==> src/rtl/hazard_ctrl.sv <==
// Pipeline hazard controller: memory-wait stall, redirect flush and load-use
// interlock against the E/M scoreboard. Define HAZARD_PERF_EN to add stall_count.
module hazard_ctrl #(
  parameter int unsigned WAIT_MAX = 15
) (
  input  logic        clk,
  input  logic        reset,
  input  logic [4:0]  rs1_D,
  input  logic [4:0]  rs2_D,
  input  logic [4:0]  rd_D,
  input  logic        uses_rs1_D,
  input  logic        uses_rs2_D,
  input  logic        writes_rd_D,
  input  logic        redirect_M,
  input  logic        mem_req_M,
  input  logic        mem_ready,
  output logic        stall_F,
  output logic        stall_D,
  output logic        stall_E,
  output logic        stall_M,
  output logic        stall_WB,
  output logic        flush_F,
  output logic        flush_D,
  output logic        flush_E,
  output logic        flush_M,
  output logic        flush_WB,
  output logic        mem_err
`ifdef HAZARD_PERF_EN
  ,
  output logic [31:0] stall_count
`endif
);

  typedef enum logic {RUN, MWAIT} state_t;

  localparam logic [7:0] WAIT_LIM = 8'(WAIT_MAX);

  state_t     r_state;
  logic       r_sbe_vld;
  logic [4:0] r_sbe_rd;
  logic       r_sbm_vld;
  logic [4:0] r_sbm_rd;
  logic [7:0] r_wcnt;
  logic       r_mem_err;

  logic       w_mwait;
  logic       w_redirect;
  logic       w_hazard;
  logic       w_rs1_hit;
  logic       w_rs2_hit;
  logic [7:0] w_wcnt_nxt;

  // x0 never creates a dependency; writeback is not checked because the
  // register file writes on the falling edge.
  function automatic logic src_hit(input logic use_src, input logic [4:0] src);
    return use_src && (src != '0) &&
           ((r_sbe_vld && (r_sbe_rd == src)) || (r_sbm_vld && (r_sbm_rd == src)));
  endfunction

  assign w_mwait    = mem_req_M & ~mem_ready;
  assign w_redirect = redirect_M & ~w_mwait;
  assign w_rs1_hit  = src_hit(uses_rs1_D, rs1_D);
  assign w_rs2_hit  = src_hit(uses_rs2_D, rs2_D);
  assign w_hazard   = ~w_mwait & ~w_redirect & (w_rs1_hit | w_rs2_hit);

  always_comb begin
    stall_F  = 1'b0;
    stall_D  = 1'b0;
    stall_E  = 1'b0;
    stall_M  = 1'b0;
    stall_WB = 1'b0;
    flush_F  = 1'b0;
    flush_D  = 1'b0;
    flush_E  = 1'b0;
    flush_M  = 1'b0;
    flush_WB = 1'b0;
    if (!reset) begin
      if (w_mwait) begin
        stall_F  = 1'b1;
        stall_D  = 1'b1;
        stall_E  = 1'b1;
        stall_M  = 1'b1;
        flush_WB = 1'b1;
      end else if (w_redirect) begin
        flush_D = 1'b1;
        flush_E = 1'b1;
        flush_M = 1'b1;
      end else if (w_hazard) begin
        stall_F = 1'b1;
        stall_D = 1'b1;
        flush_E = 1'b1;
      end
    end
  end

  // wcnt counts consecutive wait cycles, including the one that leaves RUN,
  // so mem_err rises right after the WAIT_MAX-th stalled cycle.
  assign w_wcnt_nxt = !w_mwait          ? '0 :
                      (r_wcnt == 8'hFF) ? r_wcnt : r_wcnt + 8'd1;

  always_ff @(posedge clk or posedge reset) begin
    if (reset) begin
      r_state   <= RUN;
      r_sbe_vld <= 1'b0;
      r_sbe_rd  <= '0;
      r_sbm_vld <= 1'b0;
      r_sbm_rd  <= '0;
      r_wcnt    <= '0;
      r_mem_err <= 1'b0;
    end else begin
      if (!w_mwait) begin
        r_sbm_vld <= r_sbe_vld & ~flush_M;
        r_sbm_rd  <= r_sbe_rd;
        r_sbe_vld <= writes_rd_D & (rd_D != '0) & ~flush_E;
        r_sbe_rd  <= rd_D;
      end
      case (r_state)
        RUN:     if (w_mwait) r_state <= MWAIT;
        MWAIT:   if (mem_ready || !mem_req_M) r_state <= RUN;
        default: r_state <= RUN;
      endcase
      r_wcnt <= w_wcnt_nxt;
      if (w_mwait && (w_wcnt_nxt == WAIT_LIM))
        r_mem_err <= 1'b1;
    end
  end

  assign mem_err = r_mem_err;

`ifdef HAZARD_PERF_EN
  logic [31:0] r_stall_count;

  always_ff @(posedge clk or posedge reset) begin
    if (reset)
      r_stall_count <= '0;
    else if (stall_D)
      r_stall_count <= r_stall_count + 32'd1;
  end

  assign stall_count = r_stall_count;
`endif

endmodule

==> config.mk <==
export PLATFORM = sky130hd
export DESIGN_NAME = hazard_ctrl
export DESIGN_NICKNAME = d
export VERILOG_FILES = /design/src/rtl/hazard_ctrl.sv
export SDC_FILE = /design/constraint.sdc
export NUM_CORES = 1
export LEC_CHECK = 0
export ABC_AREA = 1
export CELL_PAD_IN_SITES_DETAIL_PLACEMENT = 1
export CELL_PAD_IN_SITES_GLOBAL_PLACEMENT = 2
export CORE_UTILIZATION = 27
export DETAILED_ROUTE_END_ITERATION = 16
export GPL_ROUTABILITY_DRIVEN = 1
export PLACE_DENSITY = 0.93
export SYNTH_ARGS = -nofsm -noshare
export SYNTH_HDL_FRONTEND = slang
export SYNTH_SLANG_ARGS = --single-unit
==> constraint.sdc <==
create_clock -name clk -period 2.1 [get_ports clk]
set_input_delay 0.315 -clock clk [delete_from_list [all_inputs] [get_ports clk]]
set_output_delay 0.315 -clock clk [all_outputs]
set_load 0.005 [all_outputs]
# After elaboration in Yosys (flattened, before gate mapping)

Index checks and enable logic that the tools add are counted.

Flip-flop bits (word level): 21
Output and inout bits: 11

Add/sub/neg operators: 1
Equal/unequal tests: 6
Mux-type cells: 14
Bitwise operators: 13
Reductions and logical operators: 14

Operators with widths:

| cell                                                                   | count |
|---|---|
| 5-bit equality test                                                    | 4 |
| 8-bit two-way mux                                                      | 2 |
| 5-bit nonzero test                                                     | 3 |
| 1-bit two-way mux                                                      | 12 |
| 1-bit logical AND                                                      | 9 |
| 8-bit by 1-bit adder with 8-bit output (second input constant)         | 1 |
| 8-bit by 4-bit equality test with 1-bit output (second input constant) | 1 |
| 8-bit equality test (second input constant)                            | 1 |
| 1-bit AND                                                              | 7 |
| 1-bit inverter                                                         | 5 |
| 1-bit logical OR                                                       | 2 |
| 1-bit OR                                                               | 1 |

# Longest topological paths before layout

Gate-level depths: netlist (run 1).

Depth after elaboration: 13
Mapped depth: 11
Gate-level depth less buffers: 11

# Least setup slack after synthesis (run 1)

Ideal clock, no wire load.

Path kind: input to output
Start point: input mem_req_M
End point: output stall_E
Arrival time: 1166 ps
Required time: 1785 ps
Setup slack: 619 ps
Cell stages on the path: 6
Path buffers: 2
Cells stage by stage: inv_1 > nor2_1 > inv_1 > clkbuf_1 > nor2_1 > buf_4

Longest elaborated chain between the ends: 3

RTL lines:

| element                         | line | text |
|---|---|---|
| start, declared                 | 15   | `input logic mem_req_M,` |
| 1-bit AND                       | 60   | `assign w_mwait = mem_req_M & ~mem_ready;` |
| 1-bit two-way mux (2 in series) | -    |  |
| end, declared                   | 19   | `output logic stall_E,` |

No other way between the ends.

# Worst setup path after layout (run 1)

Start point: input mem_ready
End point: output flush_D

Longest elaborated chain between the ends: 7

RTL lines:

| element             | line | text |
|---|---|---|
| start, declared     | 16   | `input logic mem_ready,` |
| 1-bit inverter *    | 60   |  |
| 1-bit AND *         | 60   |  |
| 1-bit inverter      | 61   | `assign w_redirect = redirect_M & ~w_mwait;` |
| 1-bit AND           | 61   |  |
| 1-bit two-way mux   | 84   | `end else if (w_redirect) begin` |
| 1-bit two-way mux * | 78   | `if (w_mwait) begin` |
| 1-bit two-way mux * | 77   | `if (!reset) begin` |
| end, declared       | 23   | `output logic flush_D,` |

Mark *: on every way between the ends. The rest lies on a longest branch, timed or not.

==> results of run 1 <==
what timing repair did:
item / CTS / global route
cloned: 0 / 0
gates resized for setup: 15 / 14
pin swaps: 0 / 5
buffers inserted: 0 / 1
endpoints found under the setup margin: 5 / 6
cell families (layout without fill, tap and decap cells):
kind of cell / after synthesis / in the layout
AND/OR/NAND/NOR: 144 / 144
buffers and inverters: 49 / 83
flip-flops: 21 / 21
AO/OA/AOI/OAI: 20 / 20
XOR/XNOR: 2 / 2
adder cells (fa/ha/maj): 1 / 1
other: 1 / 2
sequential cells by signal (all words and copies together), names as in the netlist:
| register | cells |
|---|---|
| mem_err | 1 |
| r_sbe_rd | 5 |
| r_sbe_vld | 1 |
| r_sbm_rd | 5 |
| r_sbm_vld | 1 |
| r_wcnt | 8 |
per-stage QoR:
stage	cell area [um^2]	hold slack (ns)	setup slack (ns)	cells
after floorplan	1460	0.292	0.619	239
after global placement	1850	0.452	-0.360	338
after detailed placement	1850	0.456	-0.367	338
after CTS	1890	0.485	0.000495	342
after global routing	1910	0.535	0.00405	343
final	1910	0.477	0.0681	343
routing by layer:
metal / part of all wire (%) / global-route usage (%)
met1: 51 / 21.7
met2: 45 / 24.9
met3: 2.9 / 2.38
met4: 1.5 / 4.94
met5: 0 / 0
layout make-up:
type                       count  area [um^2]  share of cell area (%)
clock buffer                   3         41.3                    2.16
clock inverter                 1         5.00                   0.262
inverter                      40          150                    7.87
multi-input combinational    169          746                    39.1
sequential                    21          527                    27.6
tap                           70         87.6                    4.59
timing repair buffer          39          352                    18.4
power by group:
group	internal (mW)	leakage, nW	switching (mW)
clock network	0.132	0.0255	0.131
registers	0.429	0.264	0.0267
logic	0.0965	0.804	0.118
total	0.658	1.09	0.276
worst min-delay path by stage:
stage	depth (start not counted)	slack, ns	end
6_report	2	0.48	mem_err
5_1_grt	2	0.54	mem_err
3_3_place_gp	2	0.45	mem_err
3_5_place_dp	2	0.46	mem_err
2_1_floorplan	1	0.29	mem_err
4_1_cts	2	0.49	mem_err
synthesized netlist by cell type:
cell type / number / area [um^2]
buf_4: 6 / 45.0
conb_1: 1 / 3.75
inv_1: 39 / 146
xnor2_1: 1 / 8.76
a21oi_1: 1 / 5.00
o21ai_1: 1 / 5.00
nor2_4: 1 / 11.3
xor2_1: 1 / 8.76
ha_1: 1 / 12.5
nor3_1: 2 / 10.0
a31oi_1: 1 / 6.26
nand4_1: 2 / 12.5
clkbuf_1: 1 / 3.75
nand2_1: 97 / 364
clkinv_1: 1 / 3.75
nor2_1: 31 / 116
nand3_1: 9 / 45.0
dfrtp_1: 21 / 526
nor2_2: 1 / 6.26
buf_2: 2 / 10.0
nand4_4: 1 / 21.3
o21ai_0: 17 / 85.1
worst register-to-register path: cells and delay by family, from the launching register on:
kind,cells,cell delay [ns]
compound gates,1,0.25
fa+ha+maj,1,0.20
buf+inv,1,0.13
flops,1,0.41
simple gates,6,0.54
==> impl_metrics.prom, run 1 <==
# TYPE chip_impl_metric gauge
chip_impl_metric{name="antenna_cells",unit=""} 0
chip_impl_metric{name="power_per_cell_area",unit="mW/mm^2"} 489
chip_impl_metric{name="synth-seq-area-share",unit="%"} 36.1
chip_impl_metric{name="coreArea",unit="mm^2"} 0.00514
chip_impl_metric{name="grt_overflow_total",unit=""} 0
chip_impl_info{name="critical-path-slowest-cell",value="clkdlybuf4s50_1"} 1
chip_impl_metric{name="boundaryPins",unit=""} 34
chip_impl_metric{name="wire_per_inst",unit="um"} 11.6
chip_impl_info{name="cp-start-kind",value="input port"} 1
chip_impl_metric{name="vias",unit=""} 1507
chip_impl_metric{name="synthToLayoutAreaGrowth",unit="%"} 31.0
chip_impl_metric{name="place.gp.congestion",unit=""} 0.757
chip_impl_metric{name="final-max-slew-violation-count",unit=""} 0
chip_impl_metric{name="hold_viol",unit=""} 0
chip_impl_metric{name="dp_hpwl",unit="um"} 3240
chip_impl_metric{name="grt_pass1_wl",unit="um"} 6620
chip_impl_info{name="critPathLaunch",value="mem_ready"} 1
chip_impl_metric{name="post_synth_mux_area_share",unit="%"} 0
chip_impl_metric{name="detailedRoute.firstIterationViolations",unit=""} 27
chip_impl_metric{name="clock.fmax",unit="MHz"} 492
chip_impl_metric{name="floorplan.die.height",unit="um"} 75.4
chip_impl_metric{name="drive_above_1_share",unit="%"} 9.89
chip_impl_info{name="clockRootBuffer",value="clkbuf_8"} 1
chip_impl_metric{name="row_count",unit=""} 26
chip_impl_metric{name="routed_wl",unit="um"} 3970
chip_impl_info{name="cp_common_cell",value="clkdlybuf4s50_1"} 1
chip_impl_info{name="reg2reg_to",value="mem_err"} 1
chip_impl_metric{name="ctsHtreeMaxLevel",unit=""} 1
chip_impl_metric{name="path_clk_slew",unit="ns"} 0.07
chip_impl_metric{name="critPathBufInv",unit=""} 3
chip_impl_metric{name="yosys.area_share.xor_xnor",unit="%"} 1.20
chip_impl_metric{name="firstDrtPassIters",unit=""} 4
chip_impl_metric{name="cts.sinks",unit=""} 21
chip_impl_metric{name="crit_cells",unit=""} 5
chip_impl_metric{name="drc",unit=""} 0
chip_impl_metric{name="grt_antenna_before_repair",unit=""} 0
chip_impl_metric{name="count_of_cells_along_the_worst_register_to_register_path",unit=""} 9
chip_impl_metric{name="worst-endpoint-required",unit="ns"} 1.78
chip_impl_metric{name="clk_latency",unit="ns"} 0.26
chip_impl_info{name="worstSetupEndpoint",value="flush_D"} 1
chip_impl_metric{name="grt_util_all_layers",unit="%"} 15.6
chip_impl_metric{name="min_cycle_time_layout",unit="ns"} 2.03
chip_impl_info{name="final_common_cell",value="nand2_1"} 1
chip_impl_metric{name="leakagePower",unit="nW"} 1.09
chip_impl_info{name="grt_setup_unrepaired",value="false"} 1
chip_impl_info{name="r2r-start",value="r_wcnt[0]"} 1
chip_impl_metric{name="post-route-util",unit="%"} 37.1
chip_impl_metric{name="synthesis.instances",unit=""} 238
chip_impl_info{name="hold_start",value="mem_err"} 1
chip_impl_metric{name="cts-root-to-sink-buffers",unit=""} 2
chip_impl_metric{name="setup_viol_count_final",unit=""} 0
chip_impl_metric{name="pin_count_of_the_biggest_net_entering_global_routing",unit=""} 22
chip_impl_metric{name="crit_path_max_fanout",unit=""} 4
chip_impl_info{name="run_status",value="finished clean"} 1
chip_impl_info{name="cp_top_family",value="buffers and inverters"} 1
chip_impl_metric{name="die_area",unit="mm^2"} 0.00569
chip_impl_info{name="top_library_cells_by_usage_in_the_layout_fill_and_taps_aside",value="nand2_1, inv_1, nor2_1"} 1
chip_impl_metric{name="initial_utilization",unit="%"} 28.3
chip_impl_metric{name="synth_warnings",unit=""} 0
chip_impl_metric{name="synth_simple_gate_area_share",unit="%"} 40.3
chip_impl_metric{name="io_buffers",unit=""} 31
chip_impl_info{name="hold_class",value="reg -> reg"} 1
chip_impl_metric{name="ys_types",unit=""} 22
chip_impl_info{name="dominant_combinational_cell_family_by_area_after_synthesis",value="simple AND/OR/NAND/NOR gates"} 1
chip_impl_info{name="cts_tree",value="built"} 1
chip_impl_metric{name="synth_compound_area_share",unit="%"} 6.96
chip_impl_metric{name="cts.hold.buffers_added",unit=""} 0
chip_impl_metric{name="setup-tns-final",unit="ns"} 0
chip_impl_metric{name="route.antenna.remaining_nets",unit=""} 0
chip_impl_info{name="setup.worst_path.end_class",value="output port"} 1
chip_impl_metric{name="mappedNetlistArea",unit="mm^2"} 0.00146
chip_impl_info{name="critical_path_class",value="in -> out"} 1
chip_impl_metric{name="worst_clock_skew",unit="ns"} 0.00443
chip_impl_metric{name="mean_number_of_vias_per_cell",unit=""} 4.39
chip_impl_metric{name="report.power.total",unit="mW"} 0.933
chip_impl_metric{name="final_min_period_over_clock_period",unit="%"} 96.8
chip_impl_metric{name="layout.filler_cells",unit=""} 716
chip_impl_metric{name="fp.dieW",unit="um"} 75.4
chip_impl_info{name="cells_traversed_along_the_worst_timing_path",value="clkdlybuf4s50_1, nor2_2, buf_4, nor3_2, clkdlybuf4s50_1"} 1
chip_impl_metric{name="nNetsFinal",unit=""} 298
chip_impl_metric{name="vdd_drop_max",unit="uV"} 252
chip_impl_metric{name="max-cap-violations",unit=""} 0
chip_impl_metric{name="avg_inst_size_synth",unit="um^2"} 6.12
chip_impl_metric{name="inserted_clock_buffers",unit=""} 3
chip_impl_metric{name="adder_and_majority_gate_portion_of_the_synthesized_area",unit="%"} 0.859
chip_impl_metric{name="first_global_vias",unit=""} 1473
chip_impl_metric{name="critical_path.max_stage_delay",unit="ns"} 0.56
chip_impl_metric{name="crit_arrival",unit="ns"} 1.72
chip_impl_metric{name="rrSetupSlack",unit="ns"} 0.52
chip_impl_metric{name="yosys_register_bits",unit=""} 21
Note: power is estimated with default switching activity, not from simulation.
==> run 2, diff against run 1 <==
--- a/config.mk
+++ b/config.mk
@@ -8,10 +8,11 @@
 export ABC_AREA = 1
 export CELL_PAD_IN_SITES_DETAIL_PLACEMENT = 1
 export CELL_PAD_IN_SITES_GLOBAL_PLACEMENT = 2
-export CORE_UTILIZATION = 27
+export CORE_UTILIZATION = 28
+export CTS_BUF_LIST = sky130_fd_sc_hd__clkbuf_8
 export DETAILED_ROUTE_END_ITERATION = 16
 export GPL_ROUTABILITY_DRIVEN = 1
-export PLACE_DENSITY = 0.93
+export PLACE_DENSITY = 0.95
 export SYNTH_ARGS = -nofsm -noshare
 export SYNTH_HDL_FRONTEND = slang
 export SYNTH_SLANG_ARGS = --single-unit
==> impl_metrics.prom, run 2 (same netlist as run 1, synthesis figures left out) <==
# TYPE chip_impl_metric gauge
chip_impl_metric{name="grt_overflow_total",unit=""} 0
chip_impl_info{name="cts_tree",value="built"} 1
chip_impl_metric{name="mean_number_of_vias_per_cell",unit=""} 4.42
chip_impl_metric{name="drc",unit=""} 0
chip_impl_info{name="run_status",value="finished clean"} 1
chip_impl_metric{name="setup-tns-final",unit="ns"} 0
chip_impl_metric{name="row_count",unit=""} 25
chip_impl_info{name="hold_class",value="reg -> reg"} 1
chip_impl_metric{name="flip_flop_count_of_the_largest_register_after_layout",unit=""} 8
chip_impl_info{name="cp-start-kind",value="input port"} 1
chip_impl_metric{name="min_cycle_time_layout",unit="ns"} 2.01
chip_impl_metric{name="cts-root-to-sink-buffers",unit=""} 2
chip_impl_metric{name="dp_hpwl",unit="um"} 3300
chip_impl_info{name="top_library_cells_by_usage_in_the_layout_fill_and_taps_aside",value="nand2_1, inv_1, nor2_1"} 1
chip_impl_metric{name="crit_path_max_fanout",unit=""} 3
chip_impl_metric{name="io_buffers",unit=""} 31
chip_impl_metric{name="inserted_clock_buffers",unit=""} 3
chip_impl_metric{name="boundaryPins",unit=""} 34
chip_impl_metric{name="post_dp_cell_area",unit="mm^2"} 0.00187
chip_impl_metric{name="setup_viol_count_final",unit=""} 0
chip_impl_metric{name="firstDrtPassIters",unit=""} 4
chip_impl_metric{name="floorplan.die.height",unit="um"} 74.1
chip_impl_metric{name="ctsHtreeMaxLevel",unit=""} 1
chip_impl_metric{name="synthToLayoutAreaGrowth",unit="%"} 32.5
chip_impl_metric{name="antenna_cells",unit=""} 0
chip_impl_metric{name="nNetsFinal",unit=""} 301
chip_impl_metric{name="leakagePower",unit="nW"} 1.11
chip_impl_info{name="critical_path_class",value="in -> out"} 1
chip_impl_info{name="clockRootBuffer",value="clkbuf_8"} 1
chip_impl_metric{name="grt_util_all_layers",unit="%"} 16.5
chip_impl_metric{name="drive_above_1_share",unit="%"} 11.2
chip_impl_metric{name="grt_antenna_before_repair",unit=""} 0
chip_impl_metric{name="clock.fmax",unit="MHz"} 497
chip_impl_metric{name="pin_count_of_the_biggest_net_entering_global_routing",unit=""} 22
chip_impl_metric{name="routed_wl",unit="um"} 4040
chip_impl_info{name="final_common_cell",value="nand2_1"} 1
chip_impl_info{name="largest_registers",value="r_wcnt (8), r_sbe_rd (5), r_sbm_rd (5)"} 1
chip_impl_metric{name="max-cap-violations",unit=""} 0
chip_impl_metric{name="stdcell_area",unit="mm^2"} 0.00193
chip_impl_info{name="largest-register",value="r_wcnt"} 1
chip_impl_metric{name="initial_utilization",unit="%"} 30.0
chip_impl_metric{name="path_clk_slew",unit="ns"} 0.07
chip_impl_metric{name="placed_cell_count",unit=""} 338
chip_impl_metric{name="grt_pass1_wl",unit="um"} 6960
chip_impl_metric{name="power_per_cell_area",unit="mW/mm^2"} 486
chip_impl_metric{name="clk_latency",unit="ns"} 0.26
chip_impl_metric{name="hold_viol",unit=""} 0
chip_impl_metric{name="place.gp.congestion",unit=""} 0.814
chip_impl_metric{name="die_area",unit="mm^2"} 0.00549
chip_impl_metric{name="crit_arrival",unit="ns"} 1.70
chip_impl_metric{name="cts.hold.buffers_added",unit=""} 0
chip_impl_metric{name="worst-endpoint-required",unit="ns"} 1.78
chip_impl_metric{name="wire_per_inst",unit="um"} 11.8
chip_impl_metric{name="post-route-util",unit="%"} 39.8
chip_impl_metric{name="worst_clock_skew",unit="ns"} 0.00184
chip_impl_metric{name="vdd_drop_max",unit="uV"} 192
chip_impl_metric{name="route.antenna.remaining_nets",unit=""} 0
chip_impl_metric{name="coreArea",unit="mm^2"} 0.00485
chip_impl_metric{name="cts.sinks",unit=""} 21
chip_impl_info{name="setup.worst_path.end_class",value="output port"} 1
chip_impl_metric{name="final-max-slew-violation-count",unit=""} 0
chip_impl_metric{name="instances_no_fill",unit=""} 343
chip_impl_metric{name="detailedRoute.firstIterationViolations",unit=""} 44
chip_impl_metric{name="first_global_vias",unit=""} 1573
chip_impl_metric{name="vias",unit=""} 1516
chip_impl_metric{name="final_min_period_over_clock_period",unit="%"} 95.9
chip_impl_metric{name="fp.dieW",unit="um"} 74.1
## run 2: cell count changes in the layout (fill, tap and decap cells not counted), sizes merged
cell,previous run,this run
buf,9,13
inv,39,40
clkinv,2,1
clkdlybuf4s15,1,0
## run 2: area by class of cell
class                   count  area (um^2)
fillers                   647         2920
multi-input cells         169          756
flip-flops and latches     21          526
repair buffers             42          369
inverters                  40          150
well taps                  67         83.8
clock buffers               3         41.3
clock inverters             1         3.75
## run 2: critical path, stage by stage
cell and delay, ns:
clkdlybuf4s50_1 0.47, nor2_2 0.05, buf_4 0.14, nor3_2 0.18, clkdlybuf4s50_1 0.54
## run 2: path summary, 6_finish.rpt
kind	depth (start not counted)	slack [ns]	start	end
worst min register to register	2	0.50	mem_err	mem_err
worst min-delay path	2	0.50	mem_err	mem_err
worst max register to register	11	0.52	r_wcnt[0]	mem_err
worst max-delay path	5	0.09	mem_ready	flush_D
min in group asynchronous	4	0.59	reset	r_sbe_vld
max in group asynchronous	4	1.29	reset	r_wcnt[2]
## run 2: layer usage
metal  up-vias  share of wire (%)  track usage [%]
met2        25                 46             27.2
met1       709                 51             23.1
met4         0                1.4             5.77
met5         -                  0                0
met3         4                1.9            0.813
li1        778                  -                -
## run 2: repair_timing
item,in CTS,in global routing
pin swaps,2,5
setup endpoints to repair,8,6
endpoints found under the hold margin,0,0
buffers inserted,0,1
gates cloned,0,0
gates resized for setup,22,10
## run 2: power breakdown
group | switching [mW] | internal (mW)
registers | 0.0273 | 0.429
clock network | 0.131 | 0.130
logic | 0.122 | 0.0984
total | 0.281 | 0.657
## run 2: per-stage QoR
stage	setup WS (ns)	hold WS [ns]	total power, mW
5_1_grt	-0.00890	0.517	0.996
3_3_place_gp	-0.370	0.461	0.680
3_5_place_dp	-0.426	0.478	0.687
2_1_floorplan	0.619	0.292	0.575
6_report	0.0863	0.499	0.938
4_1_cts	0.0416	0.508	0.938
